**src/rtl/serial_add_ctrl_if.sv**
```systemverilog
// Request/response bus between a requesting unit and the bit-serial adder sequencer.
interface serial_add_ctrl_if #(
    parameter int unsigned WIDTH = 8
);
    logic             start;
    logic [WIDTH-1:0] op_a;
    logic [WIDTH-1:0] op_b;
    logic             cin;
    logic             sub;
    logic             busy;
    logic             done;
    logic [WIDTH-1:0] result;
    logic             cout;

    modport master (
        output start, op_a, op_b, cin, sub,
        input  busy, done, result, cout
    );

    modport slave (
        input  start, op_a, op_b, cin, sub,
        output busy, done, result, cout
    );
endinterface

```
**src/rtl/serial_add_ctrl.sv**
```systemverilog
// Bit-serial adder sequencer driving one shared external full-adder cell, LSB first.
// Optional subtract support is built only when SERIAL_ADD_SUB_EN is defined.
module serial_add_ctrl #(
    parameter int unsigned WIDTH = 8
) (
    input  logic                clk,
    input  logic                rst_n,
    serial_add_ctrl_if.slave    bus,
    output logic                fa_a,
    output logic                fa_b,
    output logic                fa_cin,
    input  logic                fa_sum,
    input  logic                fa_carry
);

    localparam int unsigned CNT_W = $clog2(WIDTH) + 1;
    localparam int unsigned SHW   = WIDTH - 1;

    typedef enum logic [1:0] {
        S_IDLE = 2'd0,
        S_RUN  = 2'd1,
        S_DONE = 2'd2
    } state_e;

    state_e           state_q;
    logic [SHW-1:0]   a_q;
    logic [SHW-1:0]   b_q;
    logic [CNT_W-1:0] cnt_q;
    logic             carry_q;
    logic             fa_a_q;
    logic             fa_b_q;
    logic             busy_q;
    logic             done_q;
    logic             cout_q;
    logic [WIDTH-1:0] result_q;

    logic [WIDTH-1:0] b_load_c;
    logic             cin_load_c;
    logic             last_c;

    // Operand B and initial carry as seen by the cell; subtraction folds into a one's-complement load.
`ifdef SERIAL_ADD_SUB_EN
    always_comb begin
        b_load_c   = bus.op_b;
        cin_load_c = bus.cin;
        if (bus.sub) begin
            b_load_c   = ~bus.op_b;
            cin_load_c = 1'b1;
        end
    end
`else
    logic unused_sub;
    assign unused_sub = bus.sub;

    always_comb begin
        b_load_c   = bus.op_b;
        cin_load_c = bus.cin;
    end
`endif

    assign last_c = (cnt_q == CNT_W'(WIDTH - 1));

    // Sequencer: the fa_* drive registers always hold the bit pair for the current RUN cycle.
    always_ff @(posedge clk or negedge rst_n) begin
        if (!rst_n) begin
            state_q  <= S_IDLE;
            a_q      <= '0;
            b_q      <= '0;
            cnt_q    <= '0;
            carry_q  <= 1'b0;
            fa_a_q   <= 1'b0;
            fa_b_q   <= 1'b0;
            busy_q   <= 1'b0;
            done_q   <= 1'b0;
            cout_q   <= 1'b0;
            result_q <= '0;
        end else begin
            case (state_q)
                S_IDLE: begin
                    if (bus.start) begin
                        state_q  <= S_RUN;
                        busy_q   <= 1'b1;
                        a_q      <= bus.op_a[WIDTH-1:1];
                        b_q      <= b_load_c[WIDTH-1:1];
                        fa_a_q   <= bus.op_a[0];
                        fa_b_q   <= b_load_c[0];
                        carry_q  <= cin_load_c;
                        cnt_q    <= '0;
                        result_q <= '0;
                        cout_q   <= 1'b0;
                    end
                end
                S_RUN: begin
                    result_q <= {fa_sum, result_q[WIDTH-1:1]};
                    a_q      <= a_q >> 1;
                    b_q      <= b_q >> 1;
                    cnt_q    <= cnt_q + CNT_W'(1);
                    if (last_c) begin
                        carry_q <= 1'b0;
                        fa_a_q  <= 1'b0;
                        fa_b_q  <= 1'b0;
                        cout_q  <= fa_carry;
                        done_q  <= 1'b1;
                        state_q <= S_DONE;
                    end else begin
                        carry_q <= fa_carry;
                        fa_a_q  <= a_q[0];
                        fa_b_q  <= b_q[0];
                    end
                end
                S_DONE: begin
                    done_q  <= 1'b0;
                    busy_q  <= 1'b0;
                    state_q <= S_IDLE;
                end
                default: begin
                    done_q  <= 1'b0;
                    busy_q  <= 1'b0;
                    state_q <= S_IDLE;
                end
            endcase
        end
    end

    assign fa_a       = fa_a_q;
    assign fa_b       = fa_b_q;
    assign fa_cin     = carry_q;
    assign bus.busy   = busy_q;
    assign bus.done   = done_q;
    assign bus.result = result_q;
    assign bus.cout   = cout_q;

endmodule

```
**src/flat_wrapper.sv**
```systemverilog
// flat-port wrapper written by rule: the top's interface ports become plain ports
module serial_add_ctrl_flat 
#(
    parameter int unsigned WIDTH = 8
)
  (clk, rst_n, fa_a, fa_b, fa_cin, fa_sum, fa_carry, bus_start, bus_op_a, bus_op_b, bus_cin, bus_sub, bus_busy, bus_done, bus_result, bus_cout);
  serial_add_ctrl_if #(.WIDTH(WIDTH)) bus_i ();
  input  logic clk;
  input  logic rst_n;
  output logic fa_a;
  output logic fa_b;
  output logic fa_cin;
  input  logic fa_sum;
  input  logic fa_carry;
  input wire logic [$bits(bus_i.start)-1:0] bus_start;
  input wire logic [$bits(bus_i.op_a)-1:0] bus_op_a;
  input wire logic [$bits(bus_i.op_b)-1:0] bus_op_b;
  input wire logic [$bits(bus_i.cin)-1:0] bus_cin;
  input wire logic [$bits(bus_i.sub)-1:0] bus_sub;
  output wire logic [$bits(bus_i.busy)-1:0] bus_busy;
  output wire logic [$bits(bus_i.done)-1:0] bus_done;
  output wire logic [$bits(bus_i.result)-1:0] bus_result;
  output wire logic [$bits(bus_i.cout)-1:0] bus_cout;
  assign bus_i.start = bus_start;
  assign bus_i.op_a = bus_op_a;
  assign bus_i.op_b = bus_op_b;
  assign bus_i.cin = bus_cin;
  assign bus_i.sub = bus_sub;
  assign bus_busy = bus_i.busy;
  assign bus_done = bus_i.done;
  assign bus_result = bus_i.result;
  assign bus_cout = bus_i.cout;
  serial_add_ctrl #(.WIDTH(WIDTH)) u_core (.clk(clk), .rst_n(rst_n), .bus(bus_i), .fa_a(fa_a), .fa_b(fa_b), .fa_cin(fa_cin), .fa_sum(fa_sum), .fa_carry(fa_carry));
endmodule
```
**config.mk**
```make
export PLATFORM = sky130hd
export DESIGN_NAME = serial_add_ctrl_flat
export DESIGN_NICKNAME = d
export VERILOG_FILES = /design/src/rtl/serial_add_ctrl_if.sv /design/src/rtl/serial_add_ctrl.sv /design/src/flat_wrapper.sv
export SDC_FILE = /design/constraint.sdc
export NUM_CORES = 1
export LEC_CHECK = 0
export CORE_MARGIN = 1.5
export CORE_UTILIZATION = 51
export DETAILED_ROUTE_END_ITERATION = 8
export DONT_BUFFER_PORTS = 1
export PLACE_DENSITY = 0.66
export SKIP_CTS_REPAIR_TIMING = 1
export SYNTH_ARGS = -nofsm -noshare
export SYNTH_HDL_FRONTEND = slang
export SYNTH_SLANG_ARGS = --single-unit
```
**constraint.sdc**
```tcl
create_clock -name clk -period 1.55 [get_ports clk]
set_input_delay 0.31 -clock clk [delete_from_list [all_inputs] [get_ports clk]]
set_output_delay 0.31 -clock clk [all_outputs]
set_load 0.01 [all_outputs]
```
==> After elaboration in Yosys (flattened, before gate mapping) <==
Cells that the tools add are included.
{ "word_totals": {"inputBits": 23, "ff_bits": 34, "out_inout_bits": 14} }
{ "op_classes": {"muxes": 27, "reduce_logical": 7, "n_bitwise": 2, "add_sub_neg": 1, "eq_ne": 4} }
{ "op_table": {"columns": ["cell", "n"], "rows": [
  ["$pmux 7 s2", 2],
  ["$pmux 8 s2", 1],
  ["$mux 7", 2],
  ["$pmux 1 s2", 6],
  ["$mux 1", 10],
  ["$mux 8", 1],
  ["$pmux 4 s2", 1],
  ["$reduce_and 2->1", 4],
  ["$add 4x1->4 const B", 1],
  ["$eq 4x3->1 const B", 1],
  ["$mux 2", 2],
  ["$mux 4", 1],
  ["$pmux 2 s2", 1],
  ["$reduce_and 3->1", 1],
  ["$eq 2x1->1 const B", 1],
  ["$logic_not 2->1", 1],
  ["$ne 2x1->1 const B", 1],
  ["$ne 2x2->1 const B", 1],
  ["$not 1->1", 2],
  ["$reduce_bool 2->1", 1]
]} }

==> Logic depth before layout (Yosys ltp) <==
Gate-level depths: netlist of the first run.
{ "logic_depth": {"word_depth": 3, "mapped_depth": 5, "depth_no_buf": 4} }

==> Least setup slack after synthesis of the first run <==
Ideal clock, no wire load.
{ "synth_path": {"path_type": "reg-to-reg", "startpoint": "register u_core.cnt_q[0]", "endpoint": "register u_core.done_q, in the netlist u_core.bus.done", "period_less_slack_ns": 1.121, "slack_ns": 0.429, "path_buffers": 0, "path_stages_with_launch": 5, "t_arrival_ns": 1.000, "setup_time_ns": 0.121, "cell_sequence": "dfrtp_1 > ha_1 > and3b_1 > a21oi_1 > nor2_1"} }
{ "synth_via": {"elab_chain_len": 3} }
{ "synth_lines": {"columns": ["item", "line_no", "source"], "rows": [
  ["start: declaration", "serial_add_ctrl.sv:28", "logic [CNT_W-1:0] cnt_q;"],
  ["start signal: assignment", "serial_add_ctrl.sv:97", "cnt_q <= cnt_q + CNT_W'(1);"],
  ["$eq 4x3->1", "serial_add_ctrl.sv:61", "assign last_c = (cnt_q == CNT_W'(WIDTH - 1));"],
  ["$ne 2x1->1 (no line)", null, null],
  ["$reduce_and 2->1 (no line)", null, null],
  ["end signal: assignment", "serial_add_ctrl.sv:74", "done_q <= 1'b0;"],
  ["end signal: assignment", "serial_add_ctrl.sv:103", "done_q <= 1'b1;"],
  ["end signal: assignment", "serial_add_ctrl.sv:112", "done_q <= 1'b0;"],
  ["end: declaration", "serial_add_ctrl.sv:33", "logic done_q;"]
]} }
No other way between the ends.
A chain may end at the register's enable or synchronous reset.

==> Final worst setup path of the first run <==
{ "layout_path": {"startpoint": "register u_core.state_q[0]", "endpoint": "register u_core.a_q[5]"} }
{ "layout_via": {"elab_chain_len": 3, "word_cells_on_any_way": 6, "cone_classes": "eq/ne: 2; mux: 1; reduce/logical: 3"} }
{ "layout_lines": {"columns": ["item", "line_no", "source"], "rows": [
  ["start: declaration", "serial_add_ctrl.sv:25", "state_e state_q;"],
  ["start signal: assignment", "serial_add_ctrl.sv:66", "state_q <= S_IDLE;"],
  ["start signal: assignment", "serial_add_ctrl.sv:81", "state_q <= S_RUN;"],
  ["start signal: assignment", "serial_add_ctrl.sv:104", "state_q <= S_DONE;"],
  ["$eq 2x1->1 or $logic_not 2->1 (tied branches)", "serial_add_ctrl.sv:78", "case (state_q)"],
  ["$reduce_bool 2->1 (no line) or $ne 2x2->1 (tied branches)", null, null],
  ["$reduce_and 2->1 (no line)", null, null],
  ["end signal: assignment", "serial_add_ctrl.sv:83", "a_q <= bus.op_a[WIDTH-1:1];"],
  ["end signal: assignment", "serial_add_ctrl.sv:95", "a_q <= a_q >> 1;"],
  ["end: declaration", "serial_add_ctrl.sv:26", "logic [SHW-1:0] a_q;"]
]} }
Several ways; a longest one is shown, not always the timed one.

==> impl_metrics.csv, run 1 <==
group,metric,value,unit
global_routing,grt_start_max_net_pins,35,
placed_design,io_buffer_count,0,
yosys,post_synth_num_cell_types,27,
status,status,"completed",
yosys,yosysSeqAreaShare,53.8,%
yosys,synth_simple_gate_area_share,10.2,%
routing,totalWireLength,3.02,mm
timing,post-route-min-period,1.39,ns
timing,finalHoldViolCount,0,
worst_setup_path,worst_setup_path_end_kind,"flop",
finish,final_util,55.8,%
timing,tns,0,ns
yosys,synthAdderAreaFrac,0.791,%
global_routing,grt_usage,19.7,%
clock_network,root_buffer,"clkbuf_4",
worst_setup_path,crit_cells,4,
yosys,synth_mux_area_share,0,%
yosys,synth_xor_xnor_area_share,0,%
pwr,p_leak,0.738,nW
clock_network,cts_tree,"yes",
floorplanning,start_util,52.7,%
finish,syn_to_final_growth,5.85,%
pwr,power,3.45,mW
global_routing,grt_pass1_wl,5.01,mm
yosys,synth_seq_cells,34,
global_routing,grt_overflow,0,
worst_setup_path,critPathMaxFanout,10,
yosys,synth_compound_area_share,29.3,%
yosys,yosysWarnings,0,
clock_network,clock_path_buffers,2,
clock_network,clk_pin_slew,0.10,ns
worst_setup_path,cp_top_family,"flip-flops",
routing,vias,1083,
clock_network,htreeDepth,2,
floorplanning,die_area,3440,µm²
global_routing,antenna_found_initial,0,
timing,layout_setup_ws,0.159,ns
yosys,syn_inst,133,
global_routing,grt_pass1_vias,1082,
finish,drive_gt1_share,26.4,%
worst_setup_path,worstReg2RegEnd,"u_core.a_q[5]$_DFFE_PN0P_",
timing,fmax,719,MHz
worst_setup_path,r2r-start,"u_core.state_q[0]$_DFFE_PN0P_",
finish,diodes,0,
yosys,synth_nets,157,
timing,slew_viol_final,0,
yosys,synth.avg_cell_area,11.9,µm²
worst_setup_path,worstPathRequired,1.82,ns
worst_setup_path,endpoint,"u_core.a_q[5]$_DFFE_PN0P_",
worst_setup_path,cpPeakStageDelay,0.49,ns
yosys,synth_edf_count,0,
worst_hold_path,hold_path.class,"input pin to flop",
timing,rsz0062_at_grt,"false",
worst_setup_path,worstSetupStartpointType,"flop",
finish,final_area,1670,µm²
worst_setup_path,slowest_stage,"dfrtp_1",
finish,finalNonFillerCells,173,
floorplanning,die_x,58.7,µm
routing,postRouteAntennaNets,0,
timing,period_share,89.7,%
placed_design,placed_area,1580,µm²
job,cap_violations,0,
placed_design,gp_congestion,0.756,
routing,drt_first_pass_iters,4,
worst_setup_path,r2r_cells,4,
worst_setup_path,rrSetupSlack,0.16,ns
timing,clock_skew,0.0112,ns
worst_setup_path,cp-startpoint,"u_core.state_q[0]$_DFFE_PN0P_",
timing,setup_viol,0,
clock_network,clkLatencyLatePin,0.34,ns
routing,drc,0,
worst_setup_path,crit_buf_inv,1,
routing,viasPerCell,6.26,
worst_setup_path,crit_arrival,1.66,ns
timing,worst_slew_margin_rel,67.1,%
routing,detail_route.wl_per_cell,17.4,µm
yosys,syn_area,1580,µm²
floorplanning,core,3000,µm²
finish,final_nets,163,
yosys,synth_top_family_by_area,"compound AO/OA/AOI/OAI gates",
clock_network,cts_sinks,34,
worst_setup_path,crit_type,"flop to flop",
worst_setup_path,crit_chain,"buf_4, nand2b_1, o22ai_1, a21oi_1",
timing,hold_slack,0.101,ns
routing,drt_iter0_markers,38,
placed_design,dp_slack,0.0828,ns
yosys,synth_ff_type,"dfrtp_1",
pwr,peakVddDrop,983,µV
yosys,async_flop_share,100,%
floorplanning,die_h,58.7,µm
pwr,p_per_area,2060,nW/µm²
clock_network,numCtsBuffers,5,
placed_design,hpwl,2.08,mm
timing,worst_pin_slew,0.492,ns
floorplanning,io_pins,37,
floorplanning,rows,20,
placed_design,dpl.cell_count,163,
kinds of logic after synthesis:
group,Yosys count
buf+inv,11
fa+ha+maj,1
flops,34
compound gates,55
simple gates,32
where the power goes:
group          leakage (nW)  internal (mW)  switching, mW
Combinational         0.273          0.624          0.630
Clock                0.0353          0.220          0.290
Sequential            0.429           1.27          0.416
Total                 0.738           2.11           1.34
cell usage in the layout, fill, tap and decap left out, types with 2 or more instances in the layout:
master / Yosys / routed
a2bb2oi_2: 2 / 2
a21oi_2: 2 / 2
a22oi_2: 7 / 7
clkbuf_4: 0 / 5
a21oi_1: 8 / 8
nor2_1: 8 / 8
nand3_1: 6 / 6
o21ai_2: 7 / 7
o22ai_1: 11 / 11
nand2_1: 11 / 11
buf_4: 4 / 6
inv_1: 2 / 2
dfrtp_1: 34 / 34
o21ai_1: 3 / 3
a22o_1: 11 / 11
cell usage after synthesis, drive strengths merged (2+ instances only):
library cell | n | area [µm²]
a21oi | 10 | 57.6
a22o | 11 | 96.3
a22oi | 7 | 87.6
a2bb2oi | 2 | 30.0
buf | 9 | 86.3
dfrtp | 34 | 851
inv | 2 | 7.51
nand2 | 11 | 41.3
nand2b | 2 | 20.0
nand3 | 6 | 30.0
nor2 | 8 | 30.0
o21ai | 10 | 76.3
o22ai | 11 | 68.8
layer usage:
metal | share of wire [%] | global-route usage, % | wire length (µm)
met5 | 0 | 0 | 0
met4 | 1.8 | 9.42 | 54
met3 | 5.3 | 7.69 | 161
met2 | 50 | 30.0 | 1510
met1 | 43 | 24.7 | 1290
worst min path at each step:
stage,endpoint,slack (ns),cells past startpoint,from
6_report,u_core.a_q[6]$_DFFE_PN0P_,0.10,1,bus_op_a[7]
3_5_place_dp,u_core.a_q[2]$_DFFE_PN0P_,0.02,0,rst_n
3_3_place_gp,u_core.b_q[0]$_DFFE_PN0P_,0.02,0,rst_n
5_1_grt,u_core.a_q[6]$_DFFE_PN0P_,0.09,1,bus_op_a[7]
2_1_floorplan,u_core.a_q[0]$_DFFE_PN0P_,0.01,0,rst_n
4_1_cts,u_core.a_q[4]$_DFFE_PN0P_,-0.36,0,rst_n
sequential cells by signal, summed over array words and instances, names as in the netlist, 2 cells and up:
register and cells:
u_core.a_q 7, u_core.cnt_q 4, u_core.bus.result 8, u_core.state_q 2, u_core.b_q 7
worst register-to-register path, cell delays in order, from the launching register on:
cell	delay (ns)
dfrtp_1	0.49
buf_4	0.21
nand2b_1	0.33
o22ai_1	0.15
a21oi_1	0.15
layout make-up:
class,instances,area [µm²]
inverter,2,7.51
timing repair buffer,8,75.1
multi-input combinational,88,639
sequential,34,851
clock buffer,7,55.1
fill,264,1330
tap,33,41.3
clock inverter,1,5.00
Note: power is estimated with default switching activity, not from simulation.
==> inputs of run 2 (changes only) <==
--- a/config.mk
+++ b/config.mk
@@ -5,8 +5,10 @@
 export SDC_FILE = /design/constraint.sdc
 export NUM_CORES = 1
 export LEC_CHECK = 0
+export ABC_AREA = 0
 export CORE_MARGIN = 1.5
 export CORE_UTILIZATION = 51
+export CTS_BUF_LIST = sky130_fd_sc_hd__clkbuf_8 sky130_fd_sc_hd__clkbuf_16
 export DETAILED_ROUTE_END_ITERATION = 8
 export DONT_BUFFER_PORTS = 1
 export PLACE_DENSITY = 0.66
==> run 2 against run 1 <==
Compared with the run above:
- routed wire length unchanged
- sequential share of layout area down 0.93 points
- count of clock-buffer cells in the layout decreased by 1
- critical path type unchanged
- flip-flop and latch count did not move
- sequential power barely moved
- non-clock buffer count unchanged
- hold slack better by 0.063 ns
- maximum frequency hardly changed
- critical path depth unchanged
- via count up 0.18%
- highest routed layer unchanged
- combinational power is essentially flat
- die area unchanged
- critical endpoint unchanged
==> impl_metrics.csv, run 2 (synthesized netlist as in run 1, its figures left out) <==
group,metric,value,unit
global_routing,grt_usage,19.3,%
clock_network,root_buffer,"clkbuf_8",
worst_setup_path,critPathMaxFanout,10,
worst_hold_path,min_to,"u_core.bus.result[7]$_DFFE_PN0P_",
routing,drt_iter0_markers,40,
global_routing,grt_start_max_net_pins,35,
worst_setup_path,slowest_stage,"dfrtp_1",
placed_design,io_buffer_count,0,
routing,drt_first_pass_iters,4,
global_routing,grt_overflow,0,
worst_setup_path,worst_setup_path_end_kind,"flop",
worst_setup_path,crit_type,"flop to flop",
worst_setup_path,cp_top_family,"flip-flops",
timing,worst_pin_slew,0.496,ns
worst_hold_path,holdPathStages,1,
global_routing,met1_usage,24.6,%
finish,drive_gt1_share,26.4,%
global_routing,grt_pass1_wl,4.97,mm
timing,slew_viol_final,0,
routing,detail_route.wl_per_cell,17.4,µm
clock_network,clk_pin_slew,0.07,ns
worst_setup_path,r2r-start,"u_core.state_q[0]$_DFFE_PN0P_",
finish,final_cell_mix,"34 x dfrtp_1, 11 x nand2_1, 11 x o22ai_1, 11 x a22o_1",
floorplanning,start_util,52.7,%
floorplanning,die_area,3440,µm²
worst_setup_path,crit_buf_inv,1,
global_routing,grt_use_met2,30.0,%
worst_hold_path,hold_path.class,"input pin to flop",
job,cap_violations,0,
worst_setup_path,worstPathRequired,1.75,ns
pwr,peakVddDrop,871,µV
global_routing,busiest_layer,"met2",
worst_hold_path,hold_start,"fa_sum",
finish,layout_commonest_cell,"dfrtp_1",
timing,rsz0062_at_grt,"false",
timing,post-route-min-period,1.39,ns
routing,vias,1085,
finish,final_nets,163,
routing,postRouteAntennaNets,0,
routing,viasPerCell,6.27,
worst_setup_path,worstSetupStartpointType,"flop",
pwr,clkPwrFrac,18.0,%
clock_network,clock_path_buffers,2,
timing,period_share,89.8,%
pwr,power.internal,2.24,mW
pwr,p_comb_share,35.0,%
routing,drc,0,
timing,setup_viol,0,
routing,totalWireLength,3.02,mm
worst_setup_path,crit_chain,"buf_4, nand2b_1, o22ai_1, a21oi_1",
timing,finalHoldViolCount,0,
finish,largest_register_ffs,8,
timing,layout_setup_ws,0.159,ns
finish,final_area,1710,µm²
worst_setup_path,cpPeakStageDelay,0.47,ns
worst_setup_path,r2r_cells,4,
worst_setup_path,rrSetupSlack,0.16,ns
global_routing,antenna_found_initial,0,
status,status,"completed",
floorplanning,rows,20,
placed_design,dp_slack,0.0828,ns
floorplanning,die_x,58.7,µm
worst_setup_path,crit_arrival,1.59,ns
placed_design,gp_congestion,0.756,
global_routing,met3_usage,5.71,%
pwr,p_sw,1.35,mW
worst_setup_path,cp-startpoint,"u_core.state_q[0]$_DFFE_PN0P_",
timing,clock_skew,0.00156,ns
floorplanning,io_pins,37,
placed_design,hpwl,2.08,mm
global_routing,grt_pass1_vias,1086,
finish,diodes,0,
floorplanning,die_h,58.7,µm
timing,worst_slew_margin_rel,66.8,%
clock_network,clkLatencyLatePin,0.27,ns
placed_design,placed_area,1580,µm²
clock_network,htreeDepth,2,
pwr,p_leak,0.755,nW
clock_network,numCtsBuffers,5,
pwr,p_per_area,2110,nW/µm²
clock_network,cts_sinks,34,
timing,tns,0,ns
worst_setup_path,worstReg2RegEnd,"u_core.a_q[5]$_DFFE_PN0P_",
finish,syn_to_final_growth,7.83,%
pwr,switching_share,37.5,%
pwr,seqPwrFrac,47.0,%
floorplanning,core,3000,µm²
timing,fmax,719,MHz
pwr,power,3.59,mW
clock_network,cts_tree,"yes",
finish,final_util,56.8,%
==> run 2: cell types whose count changed in the layout (fill, tap and decap cells not counted), sizes merged <==
cell,before,now
inv,2,3
clkbuf,7,6
==> run 2: cell type report <==
cell class / count / area, µm²
multi-input cells: 88 / 639
fillers: 258 / 1300
clock buffers: 6 / 82.6
flip-flops and latches: 34 / 851
repair buffers: 8 / 75.1
clock inverters: 2 / 8.76
inverters: 2 / 7.51
well taps: 33 / 41.3
==> run 2: metrics by stage <==
step           hold slack (ns)  cells
6_report                 0.163    173
5_1_grt                  0.160    173
4_1_cts                 -0.285    171
3_5_place_dp            0.0152    163
3_3_place_gp            0.0152    163
2_1_floorplan           0.0144    133
==> run 2: how the worst max path moves through the flow <==
stage / endpoint / cells after the start
3_5_place_dp: u_core.a_q[3]$_DFFE_PN0P_ / 3
5_1_grt: u_core.a_q[0]$_DFFE_PN0P_ / 4
3_3_place_gp: u_core.b_q[2]$_DFFE_PN0P_ / 3
4_1_cts: u_core.a_q[3]$_DFFE_PN0P_ / 3
6_report: u_core.a_q[5]$_DFFE_PN0P_ / 4
2_1_floorplan: u_core.bus.done$_DFFE_PN0P_ / 4
==> run 2: power by group through the flow <==
stage               Sequential (mW)  Combinational [mW]  Clock [mW]
global route                   1.75                1.41       0.690
detailed placement             1.70                1.24           0
CTS                            1.69                1.24       0.664
finish                         1.69                1.26       0.647
floorplan                      1.59                1.15           0
global placement               1.68                1.19           0
==> run 2: per-layer routing <==
layer  up-vias  wire length, µm
li1        508                -
met1       538             1300
met2        32             1520
met3         7              131
met4         0               58
met5         -                0
